===== config.mk =====
export PLATFORM = sky130hd
export DESIGN_NAME = qoi_stream_framer_flat
export DESIGN_NICKNAME = d
export VERILOG_FILES = /design/src/rtl/qoi_stream_framer_pkg.sv /design/src/rtl/qoi_stream_framer_if.sv /design/src/rtl/qoi_stream_framer_fifo.sv /design/src/rtl/qoi_stream_framer.sv /design/src/flat_wrapper.sv
export SDC_FILE = /design/constraint.sdc
export NUM_CORES = 1
export LEC_CHECK = 0
export CAP_MARGIN = 40
export CORE_UTILIZATION = 36
export CTS_BUF_LIST = sky130_fd_sc_hd__clkbuf_4
export DETAILED_ROUTE_END_ITERATION = 6
export MAX_ROUTING_LAYER = met4
export PLACE_DENSITY = 0.66
export SYNTH_ARGS = -nofsm -noshare
export SYNTH_HDL_FRONTEND = slang
export SYNTH_SLANG_ARGS = --single-unit

===== constraint.sdc =====
create_clock -name clk -period 2.68 [get_ports clk]
set_input_delay 0.536 -clock clk [delete_from_list [all_inputs] [get_ports clk]]
set_output_delay 0.536 -clock clk [all_outputs]
set_load 0.02 [all_outputs]

===== src/rtl/qoi_stream_framer_pkg.sv =====
// Shared QOI constants, framer state type and header packing helper.
package qoi_pkg;

    localparam logic [31:0] QOI_MAGIC      = 32'h716F6966;
    localparam logic [63:0] QOI_END_MARKER = 64'h0000_0000_0000_0001;
    localparam int          QOI_HDR_LEN    = 14;
    localparam int          QOI_END_LEN    = 8;

    typedef enum logic [1:0] {
        IDLE    = 2'd0,
        HEADER  = 2'd1,
        BODY    = 2'd2,
        TRAILER = 2'd3
    } framer_state_t;

    // Packs the 14 header bytes, first transmitted byte in the MSBs.
    function automatic logic [111:0] qoi_header(
        input logic [31:0] width,
        input logic [31:0] height,
        input logic [7:0]  channels,
        input logic [7:0]  colorspace
    );
        return {QOI_MAGIC, width, height, channels, colorspace};
    endfunction

endpackage


===== src/rtl/qoi_stream_framer_if.sv =====
// Byte stream with valid/ready handshake and an end-of-stream flag.
interface qoi_stream_framer_if;

    logic       valid;
    logic       ready;
    logic [7:0] data;
    logic       last;

    modport master (output valid, output data, output last, input ready);
    modport slave  (input valid, input data, input last, output ready);

endinterface


===== src/rtl/qoi_stream_framer_fifo.sv =====
// Small synchronous FIFO with combinational head read and occupancy count.
module qoi_byte_fifo #(
    parameter int WIDTH = 9,
    parameter int DEPTH = 8
) (
    input  logic                     clk,
    input  logic                     reset_n,
    input  logic                     push,
    input  logic [WIDTH-1:0]         wdata,
    input  logic                     pop,
    output logic [WIDTH-1:0]         rdata,
    output logic                     full,
    output logic                     empty,
    output logic [$clog2(DEPTH):0]   count
);

    localparam int AW = $clog2(DEPTH);

    logic [WIDTH-1:0] mem [DEPTH];
    logic [AW-1:0]    wr_ptr;
    logic [AW-1:0]    rd_ptr;
    logic [AW:0]      count_reg;
    logic             push_ok;
    logic             pop_ok;

    assign full    = (count_reg == (AW+1)'(DEPTH));
    assign empty   = (count_reg == '0);
    assign count   = count_reg;
    assign push_ok = push && !full;
    assign pop_ok  = pop && !empty;
    // The head must be visible the cycle after a push into an empty FIFO,
    // so the read is taken straight from the storage array.
    assign rdata   = mem[rd_ptr];

    // Storage write; contents need no reset because count gates visibility.
    always_ff @(posedge clk) begin
        if (push_ok) begin
            mem[wr_ptr] <= wdata;
        end
    end

    // Pointers wrap naturally; occupancy tracks push/pop balance.
    always_ff @(posedge clk or negedge reset_n) begin
        if (!reset_n) begin
            wr_ptr    <= '0;
            rd_ptr    <= '0;
            count_reg <= '0;
        end else begin
            if (push_ok) begin
                wr_ptr <= wr_ptr + 1'b1;
            end
            if (pop_ok) begin
                rd_ptr <= rd_ptr + 1'b1;
            end
            if (push_ok && !pop_ok) begin
                count_reg <= count_reg + 1'b1;
            end else if (pop_ok && !push_ok) begin
                count_reg <= count_reg - 1'b1;
            end
        end
    end

endmodule


===== src/rtl/qoi_stream_framer.sv =====
// Wraps the encoder chunk stream into a .qoi file: header, body, end marker.
module qoi_stream_framer
    import qoi_pkg::*;
#(
    parameter int IMG_WIDTH  = 320,
    parameter int IMG_HEIGHT = 240,
    parameter int CHANNELS   = 4,
    parameter int COLORSPACE = 0,
    parameter int FIFO_DEPTH = 8
) (
    input  logic                 clk,
    input  logic                 reset_n,
    input  logic                 start,
    qoi_stream_framer_if.slave   enc,
    qoi_stream_framer_if.master  host,
    output logic                 busy,
    output logic                 frame_done,
    output logic [31:0]          body_count
);

    localparam int FIFO_AW = $clog2(FIFO_DEPTH);
    localparam logic [111:0] HDR_VEC = qoi_header(32'(IMG_WIDTH), 32'(IMG_HEIGHT),
                                                  8'(CHANNELS), 8'(COLORSPACE));

    framer_state_t state;
    framer_state_t state_next;
    logic [3:0]    hdr_idx;
    logic [3:0]    hdr_idx_next;
    logic [2:0]    tr_idx;
    logic [2:0]    tr_idx_next;
    logic          frame_done_next;
    logic          count_clear;
    logic          count_inc;

    logic          in_ready;
    logic          out_valid;
    logic [7:0]    out_byte;
    logic          out_last;

    logic          fifo_push;
    logic          fifo_pop;
    logic          fifo_full;
    logic          fifo_empty;
    logic [8:0]    fifo_head;
    logic [FIFO_AW:0] fifo_count_unused;

    logic [7:0]    hdr_bytes [16];
    logic [7:0]    end_bytes [8];

    // Header and end-marker byte tables, indexed by the byte counters.
    for (genvar gi = 0; gi < 16; gi++) begin : g_hdr
        if (gi < QOI_HDR_LEN) begin : g_used
            assign hdr_bytes[gi] = HDR_VEC[8*(QOI_HDR_LEN-1-gi) +: 8];
        end else begin : g_pad
            assign hdr_bytes[gi] = 8'h00;
        end
    end
    for (genvar gi = 0; gi < QOI_END_LEN; gi++) begin : g_end
        assign end_bytes[gi] = QOI_END_MARKER[8*(QOI_END_LEN-1-gi) +: 8];
    end

    // Occupancy is exported for debug; the framer only needs the flags.
    qoi_byte_fifo #(
        .WIDTH (9),
        .DEPTH (FIFO_DEPTH)
    ) u_fifo (
        .clk     (clk),
        .reset_n (reset_n),
        .push    (fifo_push),
        .wdata   ({enc.last, enc.data}),
        .pop     (fifo_pop),
        .rdata   (fifo_head),
        .full    (fifo_full),
        .empty   (fifo_empty),
        .count   (fifo_count_unused)
    );

    assign fifo_push  = enc.valid && in_ready;
    assign enc.ready  = in_ready;
    assign host.valid = out_valid;
    assign host.data  = out_byte;
    assign host.last  = out_last;
    assign busy       = (state != IDLE);

    // State, byte indices, saturating body counter and done pulse.
    always_ff @(posedge clk or negedge reset_n) begin
        if (!reset_n) begin
            state      <= IDLE;
            hdr_idx    <= '0;
            tr_idx     <= '0;
            frame_done <= 1'b0;
            body_count <= '0;
        end else begin
            state      <= state_next;
            hdr_idx    <= hdr_idx_next;
            tr_idx     <= tr_idx_next;
            frame_done <= frame_done_next;
            if (count_clear) begin
                body_count <= '0;
            end else if (count_inc && (body_count != 32'hFFFF_FFFF)) begin
                body_count <= body_count + 32'd1;
            end
        end
    end

    // Next-state and output selection; start is ignored while frame_done
    // is still high so a frame cannot restart in its own completion cycle.
    always_comb begin
        state_next      = state;
        hdr_idx_next    = hdr_idx;
        tr_idx_next     = tr_idx;
        frame_done_next = 1'b0;
        count_clear     = 1'b0;
        count_inc       = 1'b0;
        in_ready        = 1'b0;
        out_valid       = 1'b0;
        out_byte        = 8'h00;
        out_last        = 1'b0;
        fifo_pop        = 1'b0;
        unique case (state)
            IDLE: begin
                if (start && !frame_done) begin
                    state_next   = HEADER;
                    hdr_idx_next = '0;
                    count_clear  = 1'b1;
                end
            end
            HEADER: begin
                in_ready  = !fifo_full;
                out_valid = 1'b1;
                out_byte  = hdr_bytes[hdr_idx];
                if (host.ready) begin
                    if (hdr_idx == 4'(QOI_HDR_LEN-1)) begin
                        state_next = BODY;
                    end else begin
                        hdr_idx_next = hdr_idx + 4'd1;
                    end
                end
            end
            BODY: begin
                in_ready  = !fifo_full;
                out_valid = !fifo_empty;
                out_byte  = fifo_head[7:0];
                if (!fifo_empty && host.ready) begin
                    fifo_pop  = 1'b1;
                    count_inc = 1'b1;
                    if (fifo_head[8]) begin
                        state_next  = TRAILER;
                        tr_idx_next = '0;
                    end
                end
            end
            TRAILER: begin
                out_valid = 1'b1;
                out_byte  = end_bytes[tr_idx];
                out_last  = (tr_idx == 3'(QOI_END_LEN-1));
                if (host.ready) begin
                    if (out_last) begin
                        state_next      = IDLE;
                        frame_done_next = 1'b1;
                    end else begin
                        tr_idx_next = tr_idx + 3'd1;
                    end
                end
            end
            default: state_next = IDLE;
        endcase
    end

endmodule


===== src/flat_wrapper.sv =====
// flat-port wrapper written by rule: the top's interface ports become plain ports
module qoi_stream_framer_flat import qoi_pkg::*;
#(
    parameter int IMG_WIDTH  = 320,
    parameter int IMG_HEIGHT = 240,
    parameter int CHANNELS   = 4,
    parameter int COLORSPACE = 0,
    parameter int FIFO_DEPTH = 8
)
  (clk, reset_n, start, busy, frame_done, body_count, enc_valid, enc_data, enc_last, enc_ready, host_valid, host_data, host_last, host_ready);
  qoi_stream_framer_if enc_i ();
  qoi_stream_framer_if host_i ();
  input  logic clk;
  input  logic reset_n;
  input  logic start;
  output logic busy;
  output logic frame_done;
  output logic [31:0] body_count;
  input wire logic [$bits(enc_i.valid)-1:0] enc_valid;
  input wire logic [$bits(enc_i.data)-1:0] enc_data;
  input wire logic [$bits(enc_i.last)-1:0] enc_last;
  output wire logic [$bits(enc_i.ready)-1:0] enc_ready;
  output wire logic [$bits(host_i.valid)-1:0] host_valid;
  output wire logic [$bits(host_i.data)-1:0] host_data;
  output wire logic [$bits(host_i.last)-1:0] host_last;
  input wire logic [$bits(host_i.ready)-1:0] host_ready;
  assign enc_i.valid = enc_valid;
  assign enc_i.data = enc_data;
  assign enc_i.last = enc_last;
  assign enc_ready = enc_i.ready;
  assign host_valid = host_i.valid;
  assign host_data = host_i.data;
  assign host_last = host_i.last;
  assign host_i.ready = host_ready;
  qoi_stream_framer #(.IMG_WIDTH(IMG_WIDTH), .IMG_HEIGHT(IMG_HEIGHT), .CHANNELS(CHANNELS), .COLORSPACE(COLORSPACE), .FIFO_DEPTH(FIFO_DEPTH)) u_core (.clk(clk), .reset_n(reset_n), .start(start), .enc(enc_i), .host(host_i), .busy(busy), .frame_done(frame_done), .body_count(body_count));
endmodule

==> impl_results.md, run 1 <==
* Arr. time, crit path at 2.29 ns
* WP data required at 2.14 ns
* Post-Syn Area at 5976 um2
* I/O Buffers at 58
* Most frequent cells in the layout: edfxtp_1 (72), dfrtp_1 (51), nand2_1 (49), clkdlybuf4s50_1 (45), buf_4 (39)
* Post-Syn Instances at 471
* Die height at 130.8 um
* RSZ-0062 raised after global routing: true
* DR vias/cell at 5.317
* Clk buf depth at 2
* Die area at 17120 um2
* Part of the power in registers at 38.1%
* Startpoint Class: flip-flop
* CTS Root Buffer Type: clkbuf_4
* Final setup vio count at 8
* Rows at 46
* Setup ws final at -0.1504 ns
* Crit path time final at 2.830 ns
* Final WL at 13660 um
* Largest register FFs at 72
* Psw at 2.439 mW
* DIE WIDTH at 130.8 um
* TritonCTS buffer count at 17
* Wire per inst at 17.12 um
* DP Cell Count at 764
* Clk slew on worst S/H paths at 0.12 ns
* Total core area at 16060 um2
* Int Pwr at 4.252 mW
* Register area share after synthesis at 57.96%
* Final worst clock skew at 0.01176 ns
* Finished Layout Cells at 798
* Clk network pwr share at 20.0%
* Via total after detailed routing at 4243
* Biggest regs: u_core.u_fifo.mem (72), u_core.body_count (32)
* CTS HTree Levels at 4
* Nets at 601
* DP Wirelength at 9410 um
* Ys flop type: edfxtp_1
* Critical-path cell list: buf_12 -> mux4_2 -> mux2_2 -> a32oi_1 -> nor2_1 -> buf_2
* Largest Register: u_core.u_fifo.mem
* DR iter-0 viols at 196
* # clock sinks at 124
* Post-synthesis cell type count at 58
* Initial antenna violation count at 0
* Final Hold Vio Count at 0
* DRC viols at 0
* I/O pin count at 59
* Pre-antenna DRT Iters at 4
* Remaining global-route overflow at 0
* Starting density of the core at 37.21%
* Area growth syn-to-layout at 24.37%
* Largest net degree at the start of global routing at 29
* P_leak at 2.834 nW
* Slowest Stage Delay on Critical Path at 0.48 ns
* EDFF count, synth at 72
* Switching portion of total power at 36.46%
* Gr usage total at 17.84%
* Combinational power share at 42.0%
* Synthesized flop and latch total at 124
* Critical path class: flip-flop to output pin
* Synthesized area per cell at 12.69 um2
* Slew HR at 30.02%
* Maxcap violations at 0
* Failing checks: negative setup slack
* CTS tree: done
* Fraction of layout cells with a size suffix above 1 at 23.54%
* Worst Setup End Kind: output pin
* Power per cell area at 900.3 nW/um2
* Synth warn at 0
* Worst-Margin Slew at 1.037 ns
* Max frequency at 353.3 MHz
* Max VDD drop at 0.5586 mV
* Vias in the first global route at 4167
* Most common cell after layout, fill and taps aside: edfxtp_1
* Max-slew violation count at 0
* Final Total Pwr at 6.691 mW
* Hold Path Class: input port to async pin
* GP Congestion at 0.8304
* Post-Syn Nets at 503
* Global-route wire length before repair at 21980 um
* Clock Latency Late Sink at 0.52 ns
* Antenna diode count at 0
* Status: complete, but fails checks
* Final ANT Viol Nets at 0
* Post-synthesis async set-or-reset flop share at 41.94%
* Crit path max fanout at 6
* Period utilization at 105.6%
* Slowest library cell on the worst path: mux4_2
## what timing repair did
action,CTS,global route
gates resized for setup,54,8
setup buffers,1,0
cloned,1,0
hold buffers,1,0
pin swaps,0,2
setup endpoints to repair,12,10
hold endpoints to repair,17,0
## synth_stat cells (all sizes together), types with 3 or more instances
| cell type | number | area share [%] |
|---|---|---|
| o21ai | 12 | 1.0 |
| a22oi | 5 | 0.63 |
| mux2i | 6 | 1.0 |
| nor3 | 7 | 0.67 |
| and2 | 3 | 0.31 |
| xnor2 | 11 | 1.6 |
| buf | 7 | 0.54 |
| xor2 | 3 | 0.44 |
| nor2 | 24 | 1.5 |
| nand2 | 50 | 3.1 |
| o311ai | 4 | 0.59 |
| nand3 | 12 | 1.0 |
| dfrtp | 52 | 22 |
| o211ai | 10 | 1.3 |
| nand2b | 6 | 0.63 |
| mux2 | 13 | 2.4 |
| nor4 | 3 | 0.31 |
| a21oi | 19 | 1.6 |
| edfxtp | 72 | 36 |
| or3 | 7 | 0.73 |
| mux4 | 18 | 6.8 |
| ha | 17 | 3.6 |
| or4 | 16 | 2.0 |
| clkbuf | 13 | 0.82 |
| nand4 | 14 | 1.7 |
| and4 | 5 | 0.77 |
| and3 | 9 | 0.96 |
| inv | 19 | 1.2 |
| o31ai | 6 | 0.75 |
## logic make-up (layout without fill, tap and decap cells)
| family | after synthesis | count (layout) | synth area share (%) |
|---|---|---|---|
| simple gates | 163 | 163 | 14.59 |
| xor+xnor | 14 | 14 | 2.052 |
| compound gates | 76 | 76 | 8.711 |
| flops | 124 | 124 | 57.96 |
| buf+inv | 39 | 150 | 2.554 |
| mux | 37 | 37 | 10.24 |
| fa+ha+maj | 18 | 18 | 3.894 |
## through the flow
step	hold WS, ns	area [um2]	TNS (ns)	worst slack, ns	util, %
3_3_place_gp	0.5061	7074	-0.01015	-0.005795	44.05
4_1_cts	0.5258	7443	-1.365	-0.2085	46.35
6_report	0.5345	7432	-0.8635	-0.1504	46.28
5_1_grt	0.5543	7432	-1.723	-0.2454	46.28
3_5_place_dp	0.5220	7074	-0.1417	-0.05721	44.05
2_1_floorplan	0.2404	5979	0	0.02327	-
## critical path, delay by kind of cell, from the launching register on
| kind | cells | cell delay, ns |
|---|---|---|
| AO/OA/AOI/OAI | 1 | 0.16 |
| buffers and inverters | 2 | 0.31 |
| flip-flops | 1 | 0.46 |
| multiplexers | 2 | 0.76 |
| AND/OR/NAND/NOR | 1 | 0.08 |
## area by class of cell
type,count,area (um2)
inverter,19,71.32
clock inverter,15,162.7
fill,1407,8626
clock buffer,17,127.6
multi-input combinational,308,2425
tap,216,270.3
timing repair buffer,99,910.9
sequential,124,3465
## power by group through the flow
stage / sequential [mW] / clock (mW) / combinational (mW)
global route: 2.58 / 1.44 / 3.08
detailed placement: 2.58 / 0 / 2.73
finish: 2.55 / 1.34 / 2.81
floorplan: 2.51 / 0 / 1.74
global placement: 2.56 / 0 / 2.65
CTS: 2.55 / 1.36 / 2.87
## path summary, 6_finish.rpt
check / from / endpoint / slack (ns) / depth (start not counted)
min in group clk: u_core.tr_idx[1]$_DFFE_PN0P_ / u_core.tr_idx[1]$_DFFE_PN0P_ / 0.54 / 2
worst min-delay path: reset_n / u_core.body_count[21]$_DFFE_PN0P_ / 0.53 / 2
worst max register to register: u_core.body_count[17]$_DFFE_PN0P_ / u_core.body_count[26]$_DFFE_PN0P_ / 0.17 / 5
worst min register to register: u_core.tr_idx[1]$_DFFE_PN0P_ / u_core.tr_idx[1]$_DFFE_PN0P_ / 0.54 / 2
worst max-delay path: u_core.u_fifo.rd_ptr[0]$_DFFE_PN0P_ / host_data[7] / -0.15 / 6
max in group asynchronous: reset_n / u_core.u_fifo.rd_ptr[0]$_DFFE_PN0P_ / 1.46 / 3
## metal layers
layer,vias to the layer above,global-route usage (%),wire (um)
met4,0,3.854,82
met3,9,4.153,551
met2,107,29.32,6904
met1,2112,22.47,6123
li1,2015,-,-
met5,-,-,0
Note: power is estimated with default switching activity, not from simulation.
==> run 2, diff against run 1 <==
Settings changed: CAP_MARGIN 40 to 20.
==> results of run 2 <==
Same layout as run 1: the final DEF is identical, and so are final timing and power.
